### config.mk
export PLATFORM = sky130hd
export DESIGN_NAME = ctrl_step_sequencer
export DESIGN_NICKNAME = d
export VERILOG_FILES = /design/src/rtl/ctrl_pkg.sv /design/src/rtl/ctrl_op_decode.sv /design/src/rtl/ctrl_step_sequencer.sv
export SDC_FILE = /design/constraint.sdc
export NUM_CORES = 1
export LEC_CHECK = 0
export ABC_AREA = 1
export CORE_MARGIN = 8
export CORE_UTILIZATION = 41
export DETAILED_ROUTE_END_ITERATION = 12
export HOLD_SLACK_MARGIN = 0.03
export PLACE_DENSITY = 0.81
export SLEW_MARGIN = 20
export SYNTH_ARGS = -nofsm -noshare
export SYNTH_HDL_FRONTEND = slang
export SYNTH_HIERARCHICAL = 1
export SYNTH_SLANG_ARGS = --single-unit
### constraint.sdc
create_clock -name clk -period 2.97 [get_ports clk]
set_input_delay 0.594 -clock clk [delete_from_list [all_inputs] [get_ports clk]]
set_output_delay 0.594 -clock clk [all_outputs]
set_load 0.02 [all_outputs]
### src/rtl/ctrl_pkg.sv
`default_nettype none
// ============================================================================
// Module      : ctrl_pkg
// Description : Shared constants for the multicycle control unit: decoded op
//               codes, 5-bit opcode field values and the step-counter ceiling.
// Revision    : 1.0 - initial release
// ============================================================================
package ctrl_pkg;

    // Highest legal step value; anything above it wraps the counter to fetch.
    localparam logic [2:0] DEF_MAX_STEP = 3'd4;

    // Decoded op codes presented on Op.
    localparam logic [5:0] OP_ILLEGAL = 6'h00;
    localparam logic [5:0] OP_LHI     = 6'h01;
    localparam logic [5:0] OP_LLI     = 6'h02;
    localparam logic [5:0] OP_LDRRI   = 6'h03;
    localparam logic [5:0] OP_LDRRR   = 6'h04;
    localparam logic [5:0] OP_STRRI   = 6'h05;
    localparam logic [5:0] OP_STRRR   = 6'h06;
    localparam logic [5:0] OP_ADD     = 6'h07;
    localparam logic [5:0] OP_ADC     = 6'h08;
    localparam logic [5:0] OP_SUB     = 6'h09;
    localparam logic [5:0] OP_SBB     = 6'h0A;
    localparam logic [5:0] OP_CMP     = 6'h0B;
    localparam logic [5:0] OP_ADDI    = 6'h0C;
    localparam logic [5:0] OP_SUBI    = 6'h0D;
    localparam logic [5:0] OP_MOV     = 6'h0E;
    localparam logic [5:0] OP_BCC     = 6'h0F;
    localparam logic [5:0] OP_BCS     = 6'h10;
    localparam logic [5:0] OP_BEQ     = 6'h11;
    localparam logic [5:0] OP_BNE     = 6'h12;
    localparam logic [5:0] OP_BAL     = 6'h13;
    localparam logic [5:0] OP_JMP     = 6'h14;
    localparam logic [5:0] OP_JALRL   = 6'h15;
    localparam logic [5:0] OP_JALRR   = 6'h16;
    localparam logic [5:0] OP_JR      = 6'h17;
    localparam logic [5:0] OP_OUTR    = 6'h18;
    localparam logic [5:0] OP_HLT     = 6'h19;

    // Values of the IR[15:11] opcode field.
    localparam logic [4:0] OPC_ALU    = 5'b00000;
    localparam logic [4:0] OPC_LHI    = 5'b00001;
    localparam logic [4:0] OPC_LLI    = 5'b00010;
    localparam logic [4:0] OPC_LDRRI  = 5'b00011;
    localparam logic [4:0] OPC_LDRRR  = 5'b00100;
    localparam logic [4:0] OPC_STRRI  = 5'b00101;
    localparam logic [4:0] OPC_STRCMP = 5'b00110;
    localparam logic [4:0] OPC_ADDI   = 5'b00111;
    localparam logic [4:0] OPC_SUBI   = 5'b01000;
    localparam logic [4:0] OPC_MOV    = 5'b01011;
    localparam logic [4:0] OPC_BCOND  = 5'b11000;
    localparam logic [4:0] OPC_BAL    = 5'b11001;
    localparam logic [4:0] OPC_JMP    = 5'b10000;
    localparam logic [4:0] OPC_JALRL  = 5'b10001;
    localparam logic [4:0] OPC_JALRR  = 5'b10010;
    localparam logic [4:0] OPC_JR     = 5'b10011;
    localparam logic [4:0] OPC_SYS    = 5'b11100;

endpackage : ctrl_pkg
`default_nettype wire

### src/rtl/ctrl_op_decode.sv
`default_nettype none
// ============================================================================
// Module      : ctrl_op_decode
// Description : Combinational instruction decoder. Maps the latched IR fields
//               to the 6-bit Op code and the final step of the instruction.
// Ports       : ins_m_i    IR[15:11] opcode field
//               cond_i     IR[10:8]  branch condition
//               ins_l_i    IR[1:0]   function sub-field
//               op_o       decoded op code (00 = illegal)
//               end_step_o step value at which the instruction completes
// Revision    : 1.0 - initial release
// ============================================================================
module ctrl_op_decode
    import ctrl_pkg::*;
(
    input  logic [4:0] ins_m_i,
    input  logic [2:0] cond_i,
    input  logic [1:0] ins_l_i,
    output logic [5:0] op_o,
    output logic [2:0] end_step_o
);

    always_comb begin
        op_o = OP_ILLEGAL;
        case (ins_m_i)
            OPC_LHI:    op_o = OP_LHI;
            OPC_LLI:    op_o = OP_LLI;
            OPC_LDRRI:  op_o = OP_LDRRI;
            OPC_LDRRR:  op_o = OP_LDRRR;
            OPC_STRRI:  op_o = OP_STRRI;
            OPC_STRCMP: begin
                if (ins_l_i == 2'b00)      op_o = OP_STRRR;
                else if (ins_l_i == 2'b01) op_o = OP_CMP;
            end
            OPC_ALU: begin
                case (ins_l_i)
                    2'b00:   op_o = OP_ADD;
                    2'b01:   op_o = OP_ADC;
                    2'b10:   op_o = OP_SUB;
                    default: op_o = OP_SBB;
                endcase
            end
            OPC_ADDI:   op_o = OP_ADDI;
            OPC_SUBI:   op_o = OP_SUBI;
            OPC_MOV:    op_o = OP_MOV;
            OPC_BCOND: begin
                case (cond_i)
                    3'b011:  op_o = OP_BCC;
                    3'b010:  op_o = OP_BCS;
                    3'b001:  op_o = OP_BEQ;
                    3'b000:  op_o = OP_BNE;
                    default: op_o = OP_ILLEGAL;
                endcase
            end
            OPC_BAL:    op_o = OP_BAL;
            OPC_JMP:    op_o = OP_JMP;
            OPC_JALRL:  op_o = OP_JALRL;
            OPC_JALRR:  op_o = OP_JALRR;
            OPC_JR:     op_o = OP_JR;
            OPC_SYS: begin
                if (ins_l_i == 2'b00)      op_o = OP_OUTR;
                else if (ins_l_i == 2'b01) op_o = OP_HLT;
            end
            default:    op_o = OP_ILLEGAL;
        endcase
    end

    // Loads need an extra memory step; ALU, store and link ops need a
    // write-back step; everything else (including illegal) is done at step 2.
    always_comb begin
        end_step_o = 3'd2;
        case (op_o)
            OP_LDRRI, OP_LDRRR: end_step_o = 3'd4;
            OP_ADD, OP_ADC, OP_SUB, OP_SBB, OP_CMP, OP_ADDI, OP_SUBI,
            OP_STRRI, OP_STRRR, OP_JALRL, OP_JALRR: end_step_o = 3'd3;
            default: end_step_o = 3'd2;
        endcase
    end

endmodule : ctrl_op_decode
`default_nettype wire

### src/rtl/ctrl_step_sequencer.sv
`default_nettype none
// ============================================================================
// Module      : ctrl_step_sequencer
// Description : Step counter, instruction register and halt state of the
//               multicycle control unit.
// Ports       : clk      system clock, rising edge
//               Rst      asynchronous active-high reset
//               MemData  instruction word, sampled while Cnt==0
//               Stall    memory wait, freezes all state
//               Cnt      current step (0 fetch, 1 decode, ...)
//               InsM     IR[15:11]    InsL  IR[1:0]    Cond  IR[10:8]
//               Op       decoded op code (00 = illegal)
//               LastStep final step of the current instruction
//               Halted   set once HLT completes, cleared only by Rst
//               Illegal  illegal op code in steps >= 1
// Revision    : 1.0 - initial release
// ============================================================================
module ctrl_step_sequencer
    import ctrl_pkg::*;
#(
    parameter logic [2:0] MAX_STEP = DEF_MAX_STEP
) (
    input  logic        clk,
    input  logic        Rst,
    input  logic [15:0] MemData,
    input  logic        Stall,
    output logic [2:0]  Cnt,
    output logic [4:0]  InsM,
    output logic [1:0]  InsL,
    output logic [2:0]  Cond,
    output logic [5:0]  Op,
    output logic        LastStep,
    output logic        Halted,
    output logic        Illegal
);

    logic [2:0]  cnt_q,    cnt_d;
    logic [15:0] ir_q,     ir_d;
    logic        halted_q, halted_d;
    logic [5:0]  op;
    logic [2:0]  end_step;
    logic        last_step;

    ctrl_op_decode u_op_decode (
        .ins_m_i    (ir_q[15:11]),
        .cond_i     (ir_q[10:8]),
        .ins_l_i    (ir_q[1:0]),
        .op_o       (op),
        .end_step_o (end_step)
    );

    // Step 0 is always fetch, so it can never be a final step.
    assign last_step = (cnt_q != 3'd0) && (cnt_q == end_step) && !halted_q;

    always_comb begin
        cnt_d    = cnt_q;
        ir_d     = ir_q;
        halted_d = halted_q;
        if (!halted_q && !Stall) begin
            if (cnt_q == 3'd0) begin
                ir_d = MemData;
            end
            if (last_step) begin
                cnt_d = 3'd0;
                if (op == OP_HLT) begin
                    halted_d = 1'b1;
                end
            end else if (cnt_q >= MAX_STEP) begin
                cnt_d = 3'd0;
            end else begin
                cnt_d = cnt_q + 3'd1;
            end
        end
    end

    always_ff @(posedge clk or posedge Rst) begin
        if (Rst) begin
            cnt_q    <= 3'd0;
            ir_q     <= 16'h0000;
            halted_q <= 1'b0;
        end else begin
            cnt_q    <= cnt_d;
            ir_q     <= ir_d;
            halted_q <= halted_d;
        end
    end

    // IR[7:2] is latched with the word but not consumed by this stage.
    logic unused_ir_bits;
    assign unused_ir_bits = ^ir_q[7:2];

    assign Cnt      = cnt_q;
    assign InsM     = ir_q[15:11];
    assign InsL     = ir_q[1:0];
    assign Cond     = ir_q[10:8];
    assign Op       = op;
    assign LastStep = last_step;
    assign Halted   = halted_q;
    assign Illegal  = (op == OP_ILLEGAL) && (cnt_q != 3'd0);

endmodule : ctrl_step_sequencer
`default_nettype wire

# --- Word level (Yosys, flattened, before mapping) ---
# Memory sizes are Yosys's and may differ from the RTL's.
# Cells that the tools add are included.
# W data, S select, Z words.
totals:
  reg_bits: 20
  rom_bits: 96
  input_bits: 19
  out_inout_bits: 22
  word_cells: 53
  n_memories: 1
memory_table:
  columns: ["memory", "depth", "width", "rd", "rd_clocked_by_memory_dff", "wr", "line_no", "source"]
  rows:
  - ["(name not given)", 32, 3, 1, 0, 0, "ctrl_op_decode.sv:72", "case (op_o)"]
op_classes:
  n_addsub: 1
  order_cmp: 1
  n_eq_ne: 23
  muxes: 10
  n_reduce_logical: 14
op_table:
  columns: ["operator", "n"]
  rows:
  - ["$pmux W6 S17", 1]
  - ["$eq A5 B5 Y1 const B", 7]
  - ["$eq A5 B3 Y1 const B", 4]
  - ["$pmux W5 S4", 1]
  - ["$mux W6", 2]
  - ["$pmux W4 S3", 1]
  - ["$eq A5 B2 Y1 const B", 2]
  - ["$eq A5 B4 Y1 const B", 2]
  - ["$mux W3", 3]
  - ["$eq A3 B2 Y1 const B", 2]
  - ["$eq A6 B5 Y1 const B", 1]
  - ["$logic_not A3 Y1", 2]
  - ["$logic_not A6 Y1", 1]
  - ["$eq A5 B1 Y1 const B", 1]
  - ["$logic_not A5 Y1", 1]
  - ["$mux W5", 1]
  - ["$logic_and A1 B1 Y1", 4]
  - ["$mux W4", 1]
  - ["$add A3 B1 Y3 const B", 1]
  - ["$eq A3 B1 Y1 const B", 1]
  - ["$eq A3 B3 Y1", 1]
  - ["$ge A3 B3 Y1 const B", 1]
  - ["$reduce_and A3 Y1", 1]
  - ["$reduce_bool A3 Y1", 1]
  - ["5 further kinds", 6]

# --- Longest topological paths before layout ---
# Gate-level depths: netlist of the first run.
# An unclocked memory read counts as a cell.
logic_depth:
  word_depth: 10
  mapped_depth: 22
  depth_no_buf: 22

# --- Hierarchy ---
# Netlist of the first run, hierarchy kept.
by_module_without_submodules:
  columns: ["mod", "n_inst", "cells_each", "area_each_um2", "seq_area_each_um2"]
  rows:
  - ["ctrl_step_sequencer", 1, 100, 749.5, 350.3]
  - ["ctrl_op_decode", 1, 104, 629.4, 0.0]

# --- Worst setup path before layout of the first run ---
# No wires, ideal clock.
synth_timing:
  kind: "register to output"
  from: "register ir_q[13]"
  to: "output port LastStep"
  arrival_ps: 2541
  slack_ps: -165
  path_stages_with_launch: 18
  n_path_buf: 0
  path_cell_list: "dfrtp_1 -> nor2_2 -> nand3_2 -> or3_1 -> nand4_1 -> inv_1 -> ha_1 -> inv_1 -> nand2_2 -> nand2_1 -> nand3_1 -> nand2_1 -> inv_1 -> nand2_1 -> nand2_2 -> nor2_4 -> nand2_2 -> inv_1"
synth_via:
  elab_chain_len: 7
  word_cells_on_any_way: 23
  cone_classes: "17 x eq/ne; 2 x mux; 3 x reduce/logical; 1 x memory"
synth_rtl:
  columns: ["item", "line_no", "source"]
  rows:
  - ["start: declaration", "ctrl_step_sequencer.sv:38", "logic [15:0] ir_q, ir_d;"]
  - ["start signal: assignment", "ctrl_step_sequencer.sv:83", "ir_q <= ir_d;"]
  - ["$eq A5 B5 Y1 (tied with other cells)", "ctrl_op_decode.sv:25", "case (ins_m_i)"]
  - ["$pmux W6 S17 (*)", "ctrl_op_decode.sv:25", null]
  - ["via Op[0]", "ctrl_step_sequencer.sv:31", "output logic [5:0] Op,"]
  - ["$mem_v2 Z32 W3 (*)", null, null]
  - ["$mux W3 (*)", "ctrl_op_decode.sv:72", null]
  - ["via end_step[0]", "ctrl_step_sequencer.sv:41", "logic [2:0] end_step;"]
  - ["$eq A3 B3 Y1 (*)", "ctrl_step_sequencer.sv:53", "assign last_step = (cnt_q != 3'd0) && (cnt_q == end_step) && !halted_q;"]
  - ["$logic_and A1 B1 Y1 (*) (2 in series)", "ctrl_step_sequencer.sv:53", null]
  - ["end: declaration", "ctrl_step_sequencer.sv:32", "output logic LastStep,"]
# The timed path passes the listed nets; every way through them passes the cells marked *.

# --- Final worst setup path of the first run ---
layout_timing:
  from: "register ir_q[12]"
  to: "output port LastStep"
layout_via:
  elab_chain_len: 7
  word_cells_on_any_way: 23
  cone_classes: "17 x eq/ne; 2 x mux; 3 x reduce/logical; 1 x memory"
layout_rtl:
  columns: ["item", "line_no"]
  rows:
  - ["$eq A5 B5 Y1 (tied with other cells)", "ctrl_op_decode.sv:25"]
  - ["$pmux W6 S17 (*)", "ctrl_op_decode.sv:25"]
  - ["$mem_v2 Z32 W3", null]
  - ["$mux W3 (*)", "ctrl_op_decode.sv:72"]
  - ["via end_step[0]", "ctrl_step_sequencer.sv:41"]
  - ["$eq A3 B3 Y1 (*)", "ctrl_step_sequencer.sv:53"]
  - ["$logic_and A1 B1 Y1 (*) (2 in series)", "ctrl_step_sequencer.sv:53"]
# Marked as above.

==> summary by stage, run 1 <==
Global routing
The global-route wire length before repair is 6640 um. The number of global-route vias before repair is 1,605. The initial antenna violation count is 0. Entering global routing, the biggest net connects 15 pins. Global routing finished with a remaining overflow of 0. The global routing usage summed across all routing layers is 0.148.

STA
After layout, the minimum clock period comes to 3.16 ns. The max-slew violation total from the final report is 0. The worst clock skew is 0.00601 ns. The headroom to the max-slew limit is 0.644.

Setup repair after global routing could not meet its margin everywhere. In the finished design, the share of the clock period the worst path needs comes to 1.06. At the pin with the least slew margin, the transition time is 0.533 ns.

After layout, the worst setup slack is -0.186 ns. The count of final setup violators is 2. The number of failing hold endpoints at the final stage is 0. Based on the critical path, the design can be clocked at up to 0.317 GHz.

Setup path
The reg-to-reg critical path endpoint is Cnt[0]$_DFFE_PP0N_. The delay contributed by the slowest stage of the critical path is 0.43 ns. Broken down by cell family, the worst path's largest delay share belongs to simple AND/OR/NAND/NOR gates.

STA puts the critical path data required time at 2.38 ns. Of all nets on the critical path, the largest fanout is 4. The standard cell with the maximum stage delay on the critical path is sky130_fd_sc_hd__dfrtp_2. The sum of buffers and inverters on the critical path is 5.

The startpoint identified for the worst register-to-register timing path is ir_q[12]$_DFFE_PP0P_. The register-to-register path setup slack is 0.37 ns. For the worst flop-to-flop path, the logic depth is 20. The signal on the critical path passes through nor2_4, nand3_2, or3_4, nand4_1, inv_1, ha_2, inv_2, nand2_2, nand2_1, nand3_1, nand2_1, inv_1, nand2_1, nand2_2, nor2_4, nand2_2, inv_2, buf_6. The critical path endpoint category is an output port. Data on the critical path arrives at its endpoint at 2.56 ns. STA classifies the critical path startpoint as a register.

The worst setup path is of the reg2out kind.

CTS
The clock buffer count from CTS is 3. The clock slew seen by the registers of the worst setup and hold paths is 0.08 ns. The clock drives 14 sinks. In this run the deepest clock path goes through 2 buffers. Clock latency on the worst-skew pair, taken at its later pin, is 0.27 ns. The maximum level of the CTS H-tree is 1. The number of hold buffers added after CTS was 0.

TritonCTS built the clock tree. The tree is rooted in a sky130_fd_sc_hd__clkbuf_4.

Floorplan
The number of top-level design ports is 41. The die is 74.0 um wide. The total area inside the core boundary comes to 3280 sq um.

The vertical die dimension is 74.0 um. The initial utilization of the core area, before any placement, comes to 0.420. The die area is 5470 sq um. The standard-cell row count is 21.

Place
The count of buffers added on input and output ports is 33. Prior to clock tree synthesis, the placed netlist has a worst setup slack of -0.466 ns. At the end of routability-driven placement, the weighted congestion stood at 0.871. Counting tap cells, the placed design contains a total of 321 instances. Summed over all nets, the half-perimeter wirelength after detailed placement is 3060 um.

Layout
The fraction of layout instances using a drive strength above 1 is 0.400. For this run, the post-layout net count is 319. The antenna diode instance count is 0. Compared with the post-synthesis result, the final layout area differs by 60.7%. The number of fillers in the final layout is 281.

The footprint of the flip-flops and latches is 358 sq um. The non-filler instance count after layout is 336. The multi-input logic area is 917 sq um.

Yosys
The mean cell area of the mapped netlist is 6.76 sq um. The number of warnings issued by yosys is 6. The share of synthesized cell area in full adder, half adder and majority cells is 0.0817. After synthesis, the netlist uses 25 different library cells. The fraction of synthesis flops using an asynchronous set or reset pin is 1.00. In the synthesized netlist, the cells that appear most often are 60 x sky130_fd_sc_hd__nand2_1, 24 x sky130_fd_sc_hd__inv_1, 19 x sky130_fd_sc_hd__nand3_1. The most instantiated library cell after synthesis is sky130_fd_sc_hd__nand2_1. The number of nets produced by synthesis is 232. Yosys attributes the largest share of cell area to sky130_fd_sc_hd__dfrtp_1 25%, sky130_fd_sc_hd__nand2_1 16%, sky130_fd_sc_hd__ha_1 8.2%, sky130_fd_sc_hd__nand3_1 6.9%, sky130_fd_sc_hd__inv_1 6.5%. The synthesized-area fraction occupied by ao, oa, aoi and oai cells is 0.0372. The cell area after synthesis is 1380 sq um. The post-synthesis instance total is 204. The post-synthesis share of cell area spent on and, or, nand and nor gates is 0.512. Of the synthesized area, sequential elements account for 0.254. The library cell occupying the most area in the post-synthesis netlist is sky130_fd_sc_hd__dfrtp_1. Of the total synthesized cell area, the portion taken by XOR and XNOR cells is 0. The leading register cell type out of synthesis is sky130_fd_sc_hd__dfrtp_1. The largest family of logic cells by synthesized area is simple AND/OR/NAND/NOR gates. The synthesized design contains 0 enable-type register cells. Of the post-synthesis cell area, the part taken by muxes is 0. The top-area cell type share of the netlist area is 0.254. Counting flops and latches in the post-synthesis netlist gives 14.

Power and ir drop
For this design the static power due to leakage is 1.17 nW. Summing internal, switching and leakage power gives 0.320 mW. The worst-case IR drop observed on VDD is 0.187 mV. The power per cell area is 144 nW/um^2.

Hold path
The cell depth of the worst min-delay path is 2. The worst-case hold path end point is Halted$_DFFE_PP0P_. The type of the tightest min-delay check is reg2reg.

The worst hold path begins at Halted$_DFFE_PP0P_.

Run status
The run finished, with violations left. The checks that failed: setup timing.

Drt
In the routed layout, each cell is associated on average with a via count of 4.68. The routed layout has 1,573 vias. After detailed routing, the average wire length per cell comes to 11.7 um. For this run, design rule violations remaining after detail routing come to 0. The routed design has 3920 um of wire.

The detail route stage leaves a number of antenna-violating nets equal to 0. The first-pass iteration count of the detailed router is 4. For this block, the initial DRC count from the detailed router was 68.

Job
The number of max-cap violations is 0.
## worst max-delay path by stage
stage | cells after the start | end | from | slack [ns]
floorplan | 17 | LastStep | ir_q[12]$_DFFE_PP0P_ | 0.0007
global placement | 19 | LastStep | ir_q[0]$_DFFE_PP0P_ | -0.38
detailed placement | 19 | LastStep | ir_q[0]$_DFFE_PP0P_ | -0.47
CTS | 18 | LastStep | ir_q[11]$_DFFE_PP0P_ | -0.18
global route | 18 | LastStep | ir_q[12]$_DFFE_PP0P_ | -0.35
finish | 18 | LastStep | ir_q[12]$_DFFE_PP0P_ | -0.19
## worst reg2reg max path: cells and delay by family, from the launching register on
kind / cells / cell delay (ns)
buffers and inverters: 5 / 0.41
AND/OR/NAND/NOR: 14 / 1.48
flip-flops: 1 / 0.43
adder cells (fa/ha/maj): 1 / 0.17
## metal layers
layer  wire (um)  track usage  share of wire
met1        1710        0.163           0.44
met2        1970        0.280           0.50
met4          94       0.0576          0.024
met3         146       0.0162          0.037
met5           0            0              0
## stage by stage
step	utilization	cell area, sq um	setup TNS, ns	hold WS (ns)
finish	0.675	2220	-0.298	0.527
global route	0.675	2220	-0.611	0.551
global placement	0.630	2070	-0.470	0.514
CTS	0.665	2180	-0.330	0.534
detailed placement	0.630	2070	-0.606	0.515
floorplan	-	1400	0	0.483
## where the power goes
group | total [mW] | switching, mW | internal (mW)
Sequential | 0.190 | 0 | 0.190
Clock | 0.108 | 0.0564 | 0.0520
Combinational | 0.0213 | 0.00749 | 0.0138
Total | 0.320 | 0.0639 | 0.256
## layout make-up
cell class | count | area share
sequential | 14 | 0.161
tap | 46 | 0.0260
clock buffer | 4 | 0.0119
timing repair buffer | 86 | 0.331
inverter | 33 | 0.0559
multi-input combinational | 153 | 0.414
## state kept, by name (all words and copies together) (netlist names)
name    count
ir_q       10
Cnt         3
Halted      1
## kinds of logic after synthesis
logic type | count (synthesis)
flops | 14
simple gates | 137
compound gates | 6
other cells | 1
fa+ha+maj | 9
buf+inv | 37
## timing repair
action | in CTS | in global routing
resized for setup | 19 | 7
buffers inserted | 10 | 1
pin swaps | 10 | 8
endpoints found under the setup margin | 4 | 5
## placed cells by master, fill, tap and decap left out, drive strengths merged
cell / count
clkdlybuf4s50: 27
nor2: 31
nand2: 69
a21oi: 1
dlygate4sd2: 2
conb: 1
o21ai: 1
nand3: 26
inv: 33
dlymetal6s2s: 2
a21boi: 2
nor3: 2
nand4: 7
ha: 9
dfrtp: 14
buf: 55
or3: 1
o31ai: 1
o21a: 1
clkbuf: 4
nor4: 1
Power figures use the tool's default switching activity.
==> run 2: changes to the inputs <==
--- a/config.mk
+++ b/config.mk
@@ -11,7 +11,7 @@
 export DETAILED_ROUTE_END_ITERATION = 12
 export HOLD_SLACK_MARGIN = 0.03
 export PLACE_DENSITY = 0.81
-export SLEW_MARGIN = 20
+export SLEW_MARGIN = 25
 export SYNTH_ARGS = -nofsm -noshare
 export SYNTH_HDL_FRONTEND = slang
 export SYNTH_HIERARCHICAL = 1
==> results of run 2 <==
Final layout, timing and power as in run 1 (identical DEF).
